File: config.mk
export PLATFORM = sky130hd
export DESIGN_NAME = homing_sequencer
export DESIGN_NICKNAME = d
export VERILOG_FILES = /design/src/rtl/motor_ctrl_pkg.sv /design/src/rtl/vel_ramp.sv /design/src/rtl/homing_sequencer.sv
export SDC_FILE = /design/constraint.sdc
export NUM_CORES = 1
export LEC_CHECK = 0
export BUFFER_PORTS_ARGS = -buffer_cell sky130_fd_sc_hd__buf_2
export CAP_MARGIN = 20
export CORE_ASPECT_RATIO = 0.5
export CORE_MARGIN = 2
export CORE_UTILIZATION = 58
export CTS_BUF_LIST = sky130_fd_sc_hd__clkbuf_16
export CTS_CLUSTER_DIAMETER = 50
export DETAILED_ROUTE_END_ITERATION = 16
export PLACE_DENSITY_LB_ADDON = 0.25
export SETUP_SLACK_MARGIN = 0.1
export SLEW_MARGIN = 20
export SYNTH_ARGS = -nofsm -noshare
export SYNTH_HDL_FRONTEND = slang
export SYNTH_HIERARCHICAL = 1
export SYNTH_SLANG_ARGS = --single-unit
File: constraint.sdc
create_clock -name clk -period 9.8 [get_ports clk]
set_clock_uncertainty 0.15 [all_clocks]
set_input_delay 0.98 -clock clk [delete_from_list [all_inputs] [get_ports clk]]
set_output_delay 0.98 -clock clk [all_outputs]
set_load 0.02 [all_outputs]
File: src/rtl/motor_ctrl_pkg.sv
// Shared definitions for the homing sequencer: FSM state encoding, fault codes
// and the default tick prescaler divisor.
package motor_ctrl_pkg;

    localparam int TICK_DIV_DEFAULT = 100000;

    typedef enum logic [2:0] {
        ST_IDLE      = 3'd0,
        ST_RAMP_UP   = 3'd1,
        ST_SEEK      = 3'd2,
        ST_RAMP_DOWN = 3'd3,
        ST_DONE      = 3'd4,
        ST_FAULT     = 3'd5
    } hs_state_e;

    localparam logic [1:0] FAULT_NONE     = 2'b00;
    localparam logic [1:0] FAULT_TIMEOUT  = 2'b01;
    localparam logic [1:0] FAULT_ZERO_VEL = 2'b10;

    function automatic logic is_busy(input hs_state_e s);
        return (s == ST_RAMP_UP) || (s == ST_SEEK) || (s == ST_RAMP_DOWN);
    endfunction

    // States in which the index is watched and the timeout runs.
    function automatic logic is_seeking(input hs_state_e s);
        return (s == ST_RAMP_UP) || (s == ST_SEEK);
    endfunction

endpackage

File: src/rtl/vel_ramp.sv
// Combinational velocity ramp step: moves current toward target by step,
// snapping onto the target when it is within one step.
module vel_ramp #(
    parameter int VEL_W = 32
) (
    input  logic signed [VEL_W-1:0] current,
    input  logic signed [VEL_W-1:0] target,
    input  logic        [15:0]      step,
    output logic signed [VEL_W-1:0] next,
    output logic                    at_target
);

    logic signed [VEL_W:0] cur_ext;
    logic signed [VEL_W:0] diff;
    logic signed [VEL_W:0] moved;
    logic        [VEL_W:0] diff_mag;
    logic        [VEL_W:0] step_ext;

    // One extra bit keeps target - current exact across the full signed range.
    always_comb begin
        step_ext = {{(VEL_W-15){1'b0}}, step};
        if (step == 16'd0) begin
            step_ext = {{VEL_W{1'b0}}, 1'b1};
        end
        cur_ext   = {current[VEL_W-1], current};
        diff      = {target[VEL_W-1], target} - cur_ext;
        diff_mag  = diff[VEL_W] ? $unsigned(-diff) : $unsigned(diff);
        moved     = diff[VEL_W] ? (cur_ext - $signed(step_ext)) : (cur_ext + $signed(step_ext));
        at_target = (diff_mag <= step_ext);
        next      = at_target ? target : moved[VEL_W-1:0];
    end

endmodule

File: src/rtl/homing_sequencer.sv
// Homing run sequencer: ramps a seek velocity up, latches the encoder position
// on the index edge, ramps back down, with timeout and abort handling.
module homing_sequencer
    import motor_ctrl_pkg::*;
#(
    parameter int TICK_DIV = TICK_DIV_DEFAULT,
    parameter int VEL_W    = 32
) (
    input  logic                    clk,
    input  logic                    reset_n,
    input  logic                    start,
    input  logic                    abort,
    input  logic                    encoder_index,
    input  logic signed [VEL_W-1:0] actual_position,
    input  logic signed [VEL_W-1:0] homing_vel,
    input  logic        [15:0]      accel_step,
    input  logic        [15:0]      timeout_ms,
    output logic signed [VEL_W-1:0] desired_vel,
    output logic signed [VEL_W-1:0] home_offset,
    output logic                    busy,
    output logic                    done,
    output logic                    fault,
    output logic        [1:0]       fault_code,
    output logic        [2:0]       state
);

    localparam int PRESC_W = (TICK_DIV > 1) ? $clog2(TICK_DIV) : 1;
    localparam logic [PRESC_W-1:0] PRESC_LAST = PRESC_W'(TICK_DIV - 1);

    logic [PRESC_W-1:0]      presc_reg;
    logic                    tick;
    logic [2:0]              idx_pipe_reg;
    logic                    idx_rise_reg;

    hs_state_e               state_reg, state_next;
    logic signed [VEL_W-1:0] vel_reg, vel_next;
    logic signed [VEL_W-1:0] offset_reg, offset_next;
    logic signed [VEL_W-1:0] tgt_reg, tgt_next;
    logic [15:0]             step_reg, step_next;
    logic [15:0]             tmo_lim_reg, tmo_lim_next;
    logic [15:0]             tmo_cnt_reg, tmo_cnt_next;
    logic                    aborted_reg, aborted_next;
    logic                    busy_reg, busy_next;
    logic                    done_reg, done_next;
    logic                    fault_reg, fault_next;
    logic [1:0]              code_reg, code_next;

    logic signed [VEL_W-1:0] ramp_target;
    logic signed [VEL_W-1:0] ramp_next;
    logic                    ramp_at_target;
    logic                    timeout_hit;
    logic                    zero_vel;

    assign tick        = (presc_reg == PRESC_LAST);
    assign timeout_hit = (tmo_lim_reg != 16'd0) && (tmo_cnt_reg == tmo_lim_reg);
    assign zero_vel    = (state_reg == ST_RAMP_UP) && (tgt_reg == '0);
    assign ramp_target = (state_reg == ST_RAMP_DOWN) ? '0 : tgt_reg;

    vel_ramp #(
        .VEL_W (VEL_W)
    ) u_vel_ramp (
        .current   (vel_reg),
        .target    (ramp_target),
        .step      (step_reg),
        .next      (ramp_next),
        .at_target (ramp_at_target)
    );

    // State and output registers; the async clear also zeroes the velocity command.
    always_ff @(posedge clk or negedge reset_n) begin
        if (!reset_n) begin
            presc_reg    <= '0;
            idx_pipe_reg <= '0;
            idx_rise_reg <= 1'b0;
            state_reg    <= ST_IDLE;
            vel_reg      <= '0;
            offset_reg   <= '0;
            tgt_reg      <= '0;
            step_reg     <= '0;
            tmo_lim_reg  <= '0;
            tmo_cnt_reg  <= '0;
            aborted_reg  <= 1'b0;
            busy_reg     <= 1'b0;
            done_reg     <= 1'b0;
            fault_reg    <= 1'b0;
            code_reg     <= FAULT_NONE;
        end else begin
            presc_reg    <= tick ? '0 : presc_reg + 1'b1;
            idx_pipe_reg <= {idx_pipe_reg[1:0], encoder_index};
            idx_rise_reg <= idx_pipe_reg[1] & ~idx_pipe_reg[2];
            state_reg    <= state_next;
            vel_reg      <= vel_next;
            offset_reg   <= offset_next;
            tgt_reg      <= tgt_next;
            step_reg     <= step_next;
            tmo_lim_reg  <= tmo_lim_next;
            tmo_cnt_reg  <= tmo_cnt_next;
            aborted_reg  <= aborted_next;
            busy_reg     <= busy_next;
            done_reg     <= done_next;
            fault_reg    <= fault_next;
            code_reg     <= code_next;
        end
    end

    // Priority within a seek: zero target, then index/abort, then timeout, then ramp.
    always_comb begin
        state_next = state_reg;
        case (state_reg)
            ST_IDLE, ST_DONE, ST_FAULT: begin
                if (start && !abort) begin
                    state_next = ST_RAMP_UP;
                end
            end
            ST_RAMP_UP, ST_SEEK: begin
                if (zero_vel) begin
                    state_next = ST_FAULT;
                end else if (idx_rise_reg || abort) begin
                    state_next = ST_RAMP_DOWN;
                end else if (timeout_hit) begin
                    state_next = ST_FAULT;
                end else if (tick && (state_reg == ST_RAMP_UP) && ramp_at_target) begin
                    state_next = ST_SEEK;
                end
            end
            ST_RAMP_DOWN: begin
                if (tick && ramp_at_target) begin
                    state_next = (aborted_reg || abort) ? ST_IDLE : ST_DONE;
                end
            end
            default: state_next = ST_IDLE;
        endcase
    end

    always_comb begin
        vel_next     = vel_reg;
        offset_next  = offset_reg;
        tgt_next     = tgt_reg;
        step_next    = step_reg;
        tmo_lim_next = tmo_lim_reg;
        tmo_cnt_next = tmo_cnt_reg;
        aborted_next = aborted_reg;
        done_next    = done_reg;
        fault_next   = fault_reg;
        code_next    = code_reg;
        busy_next    = is_busy(state_next);

        if (!is_busy(state_reg) && (state_next == ST_RAMP_UP)) begin
            tgt_next     = homing_vel;
            step_next    = accel_step;
            tmo_lim_next = timeout_ms;
            tmo_cnt_next = '0;
            aborted_next = 1'b0;
            done_next    = 1'b0;
            fault_next   = 1'b0;
            code_next    = FAULT_NONE;
        end
        if (is_busy(state_reg) && abort) begin
            aborted_next = 1'b1;
        end
        if (is_seeking(state_reg) && idx_rise_reg && (state_next == ST_RAMP_DOWN)) begin
            offset_next = actual_position;
        end
        if (tick && is_seeking(state_reg) && is_seeking(state_next)) begin
            vel_next     = ramp_next;
            tmo_cnt_next = tmo_cnt_reg + 16'd1;
        end
        if (tick && (state_reg == ST_RAMP_DOWN)) begin
            vel_next = ramp_next;
        end
        // A fault drops the command straight to zero rather than ramping.
        if ((state_next == ST_FAULT) && (state_reg != ST_FAULT)) begin
            vel_next   = '0;
            fault_next = 1'b1;
            code_next  = zero_vel ? FAULT_ZERO_VEL : FAULT_TIMEOUT;
        end
        if ((state_next == ST_DONE) && (state_reg == ST_RAMP_DOWN)) begin
            done_next = 1'b1;
        end
    end

    assign desired_vel = vel_reg;
    assign home_offset = offset_reg;
    assign busy        = busy_reg;
    assign done        = done_reg;
    assign fault       = fault_reg;
    assign fault_code  = code_reg;
    assign state       = state_reg;

endmodule

==> Yosys cells after proc, flatten, opt, wreduce, memory -nomap -nowiden <==
Cells that the tools add are included.
{ "classes": {"add_sub_neg": 6, "magnitude_cmp": 1, "eq_ne": 13, "n_mux": 26, "n_bitwise": 2, "reduce_logical": 34} }
{ "op_table": {"columns": ["cell", "n"], "rows": [
  ["$mux 32", 6],
  ["$mux 16", 3],
  ["$le 33x16->1", 1],
  ["$mux 33", 1],
  ["$neg 33->33", 1],
  ["$sub 32x32->33", 1],
  ["$add 32x17->32", 1],
  ["$logic_not 32->1", 1],
  ["$sub 32x17->32", 1],
  ["$mux 3", 7],
  ["$add 17x1->17 const B", 1],
  ["$eq 17x17->1 const B", 1],
  ["$mux 17", 1],
  ["$add 16x1->16 const B", 1],
  ["$eq 16x16->1", 1],
  ["$logic_not 16->1", 1],
  ["$reduce_bool 16->1", 1],
  ["$logic_and 1x1->1", 15],
  ["$eq 3x2->1 const B", 4],
  ["$eq 3x3->1 const B", 4],
  ["$pmux 3 s3", 1],
  ["$reduce_bool 2->1", 4],
  ["$eq 3x1->1 const B", 2],
  ["$logic_or 1x1->1", 6],
  ["other kinds (10)", 16]
]} }
{ "totals": {"reg_bits": 174, "inputBits": 101, "out_inout_bits": 72, "wordCells": 97} }

==> Logic depth before layout (Yosys ltp) <==
{ "depth": {"ltp_word": 18, "depth_mapped": 36, "ltp_nobuf": 32} }

==> By module <==
The synthesis kept the hierarchy.
{ "modules_own_cells": {"columns": ["mod", "instances", "cells_per_inst", "area_per_inst_um2", "seq_area_each_um2"], "rows": [
  ["homing_sequencer", 1, 747, 7627.3, 4354.2],
  ["vel_ramp", 1, 840, 5950.7, 0.0]
]} }

==> Least setup slack after synthesis <==
Ideal clock, no wire load.
{ "synth_timing": {"path_kind": "register -> register", "from": "register state_reg[0] (netlist: state[0])", "to": "register offset_reg[0] (netlist: home_offset[0])", "setup_time_ns": 0.125, "arrival_ns": 6.829, "required_time_ns": 9.525, "path_slack_ns": 2.696, "stages_incl_launch_ff": 34, "n_path_buf": 6, "synth_period_minus_slack_ns": 7.104, "path_cell_list": "dfrtp_1 -> nor2b_1 -> nand2_1 -> clkbuf_1 -> and2_1 -> ha_1 -> buf_4 -> nor3_1 -> nor2_2 -> o221a_2 -> o211ai_1 -> and2_2 -> o31ai_1 -> inv_1 -> buf_6 -> clkbuf_1 -> o21ai_0 -> xnor2_1 -> ha_1 -> nand4_1 -> or2_2 -> nor4_1 -> o32ai_1 -> a21oi_1 -> o2111a_1 -> nand4_1 -> a211oi_4 -> buf_6 -> a311oi_1 -> nor2_1 -> o211ai_2 -> a21oi_4 -> buf_6 -> mux2_2"} }
{ "synth_between": {"elab_chain_cells": 14, "elab_cells_between_ends": 28, "classes_between": "add/sub: 2; order compare: 1; eq/ne: 6; mux: 9; reduce/logical: 10"} }
{ "synth_rtl": {"columns": ["item", "line_no", "source"], "rows": [
  ["start, declared", "homing_sequencer.sv:35", "hs_state_e state_reg, state_next;"],
  ["start signal, assigned", "homing_sequencer.sv:91", "state_reg <= state_next;"],
  ["$eq 3x2->1 *", "homing_sequencer.sv:57", "assign ramp_target = (state_reg == ST_RAMP_DOWN) ? '0 : tgt_reg;"],
  ["$mux 32 *", "homing_sequencer.sv:57", null],
  ["net ramp_target[5]", "homing_sequencer.sv:48", "logic signed [VEL_W-1:0] ramp_target;"],
  ["$sub 32x32->33 *", "vel_ramp.sv:26", "diff = {target[VEL_W-1], target} - cur_ext;"],
  ["$neg 33->33", "vel_ramp.sv:27", "diff_mag = diff[VEL_W] ? $unsigned(-diff) : $unsigned(diff);"],
  ["$mux 33 *", "vel_ramp.sv:27", null],
  ["$le 33x16->1 *", "vel_ramp.sv:29", "at_target = (diff_mag <= step_ext);"],
  ["net ramp_at_target", "homing_sequencer.sv:50", "logic ramp_at_target;"],
  ["$logic_and 1x1->1", "homing_sequencer.sv:122", "end else if (tick && (state_reg == ST_RAMP_UP) && ramp_at_target) begin"],
  ["$mux 3", "homing_sequencer.sv:122", null],
  ["$mux 3", "homing_sequencer.sv:120", "end else if (timeout_hit) begin"],
  ["$mux 3", "homing_sequencer.sv:118", "end else if (idx_rise_reg || abort) begin"],
  ["$mux 3", "homing_sequencer.sv:116", "if (zero_vel) begin"],
  ["$pmux 3 s3 *", "homing_sequencer.sv:109", "case (state_reg)"],
  ["$eq 3x2->1 *", "homing_sequencer.sv:161", "if (is_seeking(state_reg) && idx_rise_reg && (state_next == ST_RAMP_DOWN)) begin"],
  ["$logic_and 1x1->1 *", "homing_sequencer.sv:161", null],
  ["end signal, assigned", "homing_sequencer.sv:93", "offset_reg <= offset_next;"],
  ["end, declared", "homing_sequencer.sv:37", "logic signed [VEL_W-1:0] offset_reg, offset_next;"]
]} }
Mark *: on every way through the listed nets, which the timed path passes. The rest lies on a longest branch.
A chain may end at the register's enable or synchronous reset.

==> Worst setup path after layout <==
{ "layout_timing": {"from": "register state_reg[2] (netlist: state[2])", "to": "register offset_reg[8] (netlist: home_offset[8])"} }
Same word-level chain as after synthesis.

==> flow_metrics.env <==
export IMPL_post_dp_cell_area_mm2=0.0146
export IMPL_first_iter_violations=1303
export IMPL_synth_edff_count=0
export IMPL_dp_worst_setup_slack_ns=1.58
export IMPL_rr_startpoint="state[2]"
export IMPL_r2r_slack_ns=1.44
export IMPL_grt_max_degree=120
export IMPL_status="finished, final reports clean"
export IMPL_placementRows=39
export IMPL_gp_congestion=1.04
export IMPL_fmax_mhz=120
export IMPL_io_pins=173
export IMPL_p_sw_share_pct=28.3
export IMPL_min_to="idx_pipe_reg[1]"
export IMPL_core_area_mm2=0.0229
export IMPL_grt_first_pass_wirelength_um=63800
export IMPL_drt_wirelength_per_cell_um=19.7
export IMPL_grt_remaining_overflow=0
export IMPL_layout_nets=1916
export IMPL_hold_depth=0
export IMPL_start_kind="flop"
export IMPL_ys_top_cells_by_area="dfrtp_1, nand2_1, ha_1"
export IMPL_maxCapViolCount=0
export IMPL_portBuffers=172
export IMPL_cts_made_buffers=17
export IMPL_grt_busiest_layer="met1"
export IMPL_firstDrtPassIters=6
export IMPL_dp_hpwl_um=31200
export IMPL_via_count=12700
export IMPL_die_width_um=220
export IMPL_p_comb_share_pct=11.7
export IMPL_initial_utilization_pct=59.3
export IMPL_worstMarginPinSlew_ns=0.993
export IMPL_yosysWarnings=6
export IMPL_slew_viol_final=0
export IMPL_critPathRequiredTime_ns=9.98
export IMPL_internal_power_w=0.00119
export IMPL_die_area_mm2=0.0247
export IMPL_clockBufferDepth=2
export IMPL_cts_resized_gates=0
export IMPL_viasPerCell=6.21
export IMPL_drc=0
export IMPL_final_area_mm2=0.0152
export IMPL_antenna_found_initial=2
export IMPL_hp_start="idx_pipe_reg[0]"
export IMPL_min_period_over_period_pct=85.3
export IMPL_synth_commonest_cells="nand2_1, dfrtp_1, nor2_1, inv_1, ha_1"
export IMPL_max_slew_margin_rel_pct=33.6
export IMPL_ff2ff_path_depth=28
export IMPL_cp_arrival_ns=8.54
export IMPL_grt_pass1_vias=12000
export IMPL_diodes=0
export IMPL_max_stage_delay_ns=0.80
export IMPL_hp_class="flop to flop"
export IMPL_fin_util_pct=66.4
export IMPL_synthFlopType="dfrtp_1"
export IMPL_power_density_mw_per_mm2=109
export IMPL_fp_dieH_um=112
export IMPL_setup_viol=0
export IMPL_postSynthAreaPerCell_um2=8.56
export IMPL_fin_ws_ns=1.44
export IMPL_yosysMostFrequentCell="nand2_1"
export IMPL_ir_worst_vdd_mv=0.134
export IMPL_synth_cells=1587
export IMPL_async_flop_share_pct=100
export IMPL_ant_nets=0
export IMPL_tns_ns=0
export IMPL_critical_path_slowest_cell="a21oi_4"
export IMPL_ys_ff_latch=174
export IMPL_use_met2_pct=49.4
export IMPL_ys_seq_area_share_pct=32.1
export IMPL_clock_latency_ns=0.44
export IMPL_post_cts_setup_buffers=0
export IMPL_clock_root_buffer="clkbuf_16"
export IMPL_hold_ws_ns=0.195
export IMPL_synth_top_area_cell="dfrtp_1"
export IMPL_wl_um=40500
export IMPL_use_met3_pct=7.10
export IMPL_power_frac_seq_pct=45.4
export IMPL_synth_top_cell_area_share_pct=32.1
export IMPL_htree_levels=4
export IMPL_cts_sinks=174
export IMPL_layout_drive_gt1_share_pct=18.0
export IMPL_hold_buffers=0
export IMPL_r2r_end="home_offset[8]"
export IMPL_hold_viol=0
export IMPL_synth_cell_type_count=98
export IMPL_use_met1_pct=49.8
export IMPL_path_max_fanout=32
export IMPL_p_switching_w=0.000468
export IMPL_rsz0062_at_grt="false"
export IMPL_area_growth_syn_to_layout_pct=11.9
export IMPL_leakagePower_nw=7.65
export IMPL_grt_util_all_layers_pct=33.2
export IMPL_fin_crit_ns=8.36
export IMPL_netlist_area_mm2=0.0136
export IMPL_end_kind="flop"
export IMPL_syn_nets=1774
export IMPL_cts_tree="built"
export IMPL_clk_pin_slew_worst_paths_ns=0.08
export IMPL_crit_type="flop to flop"
export IMPL_pwr_share_clk_pct=42.8
metal layers:
metal	vias up	wire length, um
met5	-	0
met4	0	535
met3	56	3890
met2	582	17700
met1	6202	18400
li1	5883	-
through the flow:
stage          instances  total power [W]
2_1_floorplan       1587         0.000880
3_3_place_gp        2017         0.000951
3_5_place_dp        2017         0.000956
4_1_cts             2049          0.00166
5_1_grt             2049          0.00171
6_report            2049          0.00166
power by group through the flow:
stage               clock, W  combinational, W  sequential [W]
floorplan                  0          0.000111        0.000768
global placement           0          0.000186        0.000765
detailed placement         0          0.000190        0.000766
CTS                 0.000719          0.000192        0.000752
global route        0.000748          0.000212        0.000754
finish              0.000709          0.000194        0.000752
cell type report:
class | instances | area, um2
multi-input cells | 1265 | 8560
fillers | 1903 | 7690
flip-flops and latches | 174 | 4350
repair buffers | 183 | 952
clock buffers | 17 | 425
well taps | 307 | 384
inverters | 88 | 330
clock inverters | 15 | 186
how the worst max path moves through the flow:
| stage | from | slack [ns] | to |
|---|---|---|---|
| floorplan | state[0] | 2.70 | home_offset[0] |
| global placement | state[2] | 1.87 | home_offset[8] |
| detailed placement | state[2] | 1.58 | home_offset[8] |
| CTS | state[2] | 1.56 | home_offset[28] |
| global route | state[2] | 0.81 | home_offset[28] |
| finish | state[2] | 1.44 | home_offset[8] |
layout by cell type (no fill, tap or decap), drive strengths merged, types with 4 or more instances in the layout:
cell	instances
xor2	29
xnor2	83
and4	5
buf	182
mux2i	46
or3	7
or4	7
nor3	35
nand3	40
ha	84
o21bai	6
or2	7
a31oi	12
a211oi	10
nor2b	10
o31ai	16
o41ai	4
a21o	20
inv	99
mux2	61
nor4	21
o21ai	65
and2	43
and3	18
nand2	282
o21a	17
a211o	7
a221o	4
dfrtp	174
o211ai	20
nor2	122
a21oi	86
nand4	22
o311ai	6
clkbuf	18
nand2b	9
worst max-delay path: cells and delay by family (launching register included):
family	cells	cell delay, ns
simple gates	11	2.56
compound gates	11	2.83
buf+inv	2	0.81
fa+ha+maj	2	0.73
xor+xnor	1	0.21
flops	1	0.47
mux	1	0.43
logic make-up after synthesis:
group	after synthesis	share of synthesized area, %
DFF	174	32.1
buffers and inverters	148	5.07
muxes	107	9.14
AOI/OAI and AO/OA	314	15.9
xor gates and xnor gates	112	7.22
and+or+nand+nor	646	22.6
adders and majority gates	86	8.04
Note: power is estimated with default switching activity, not from simulation.
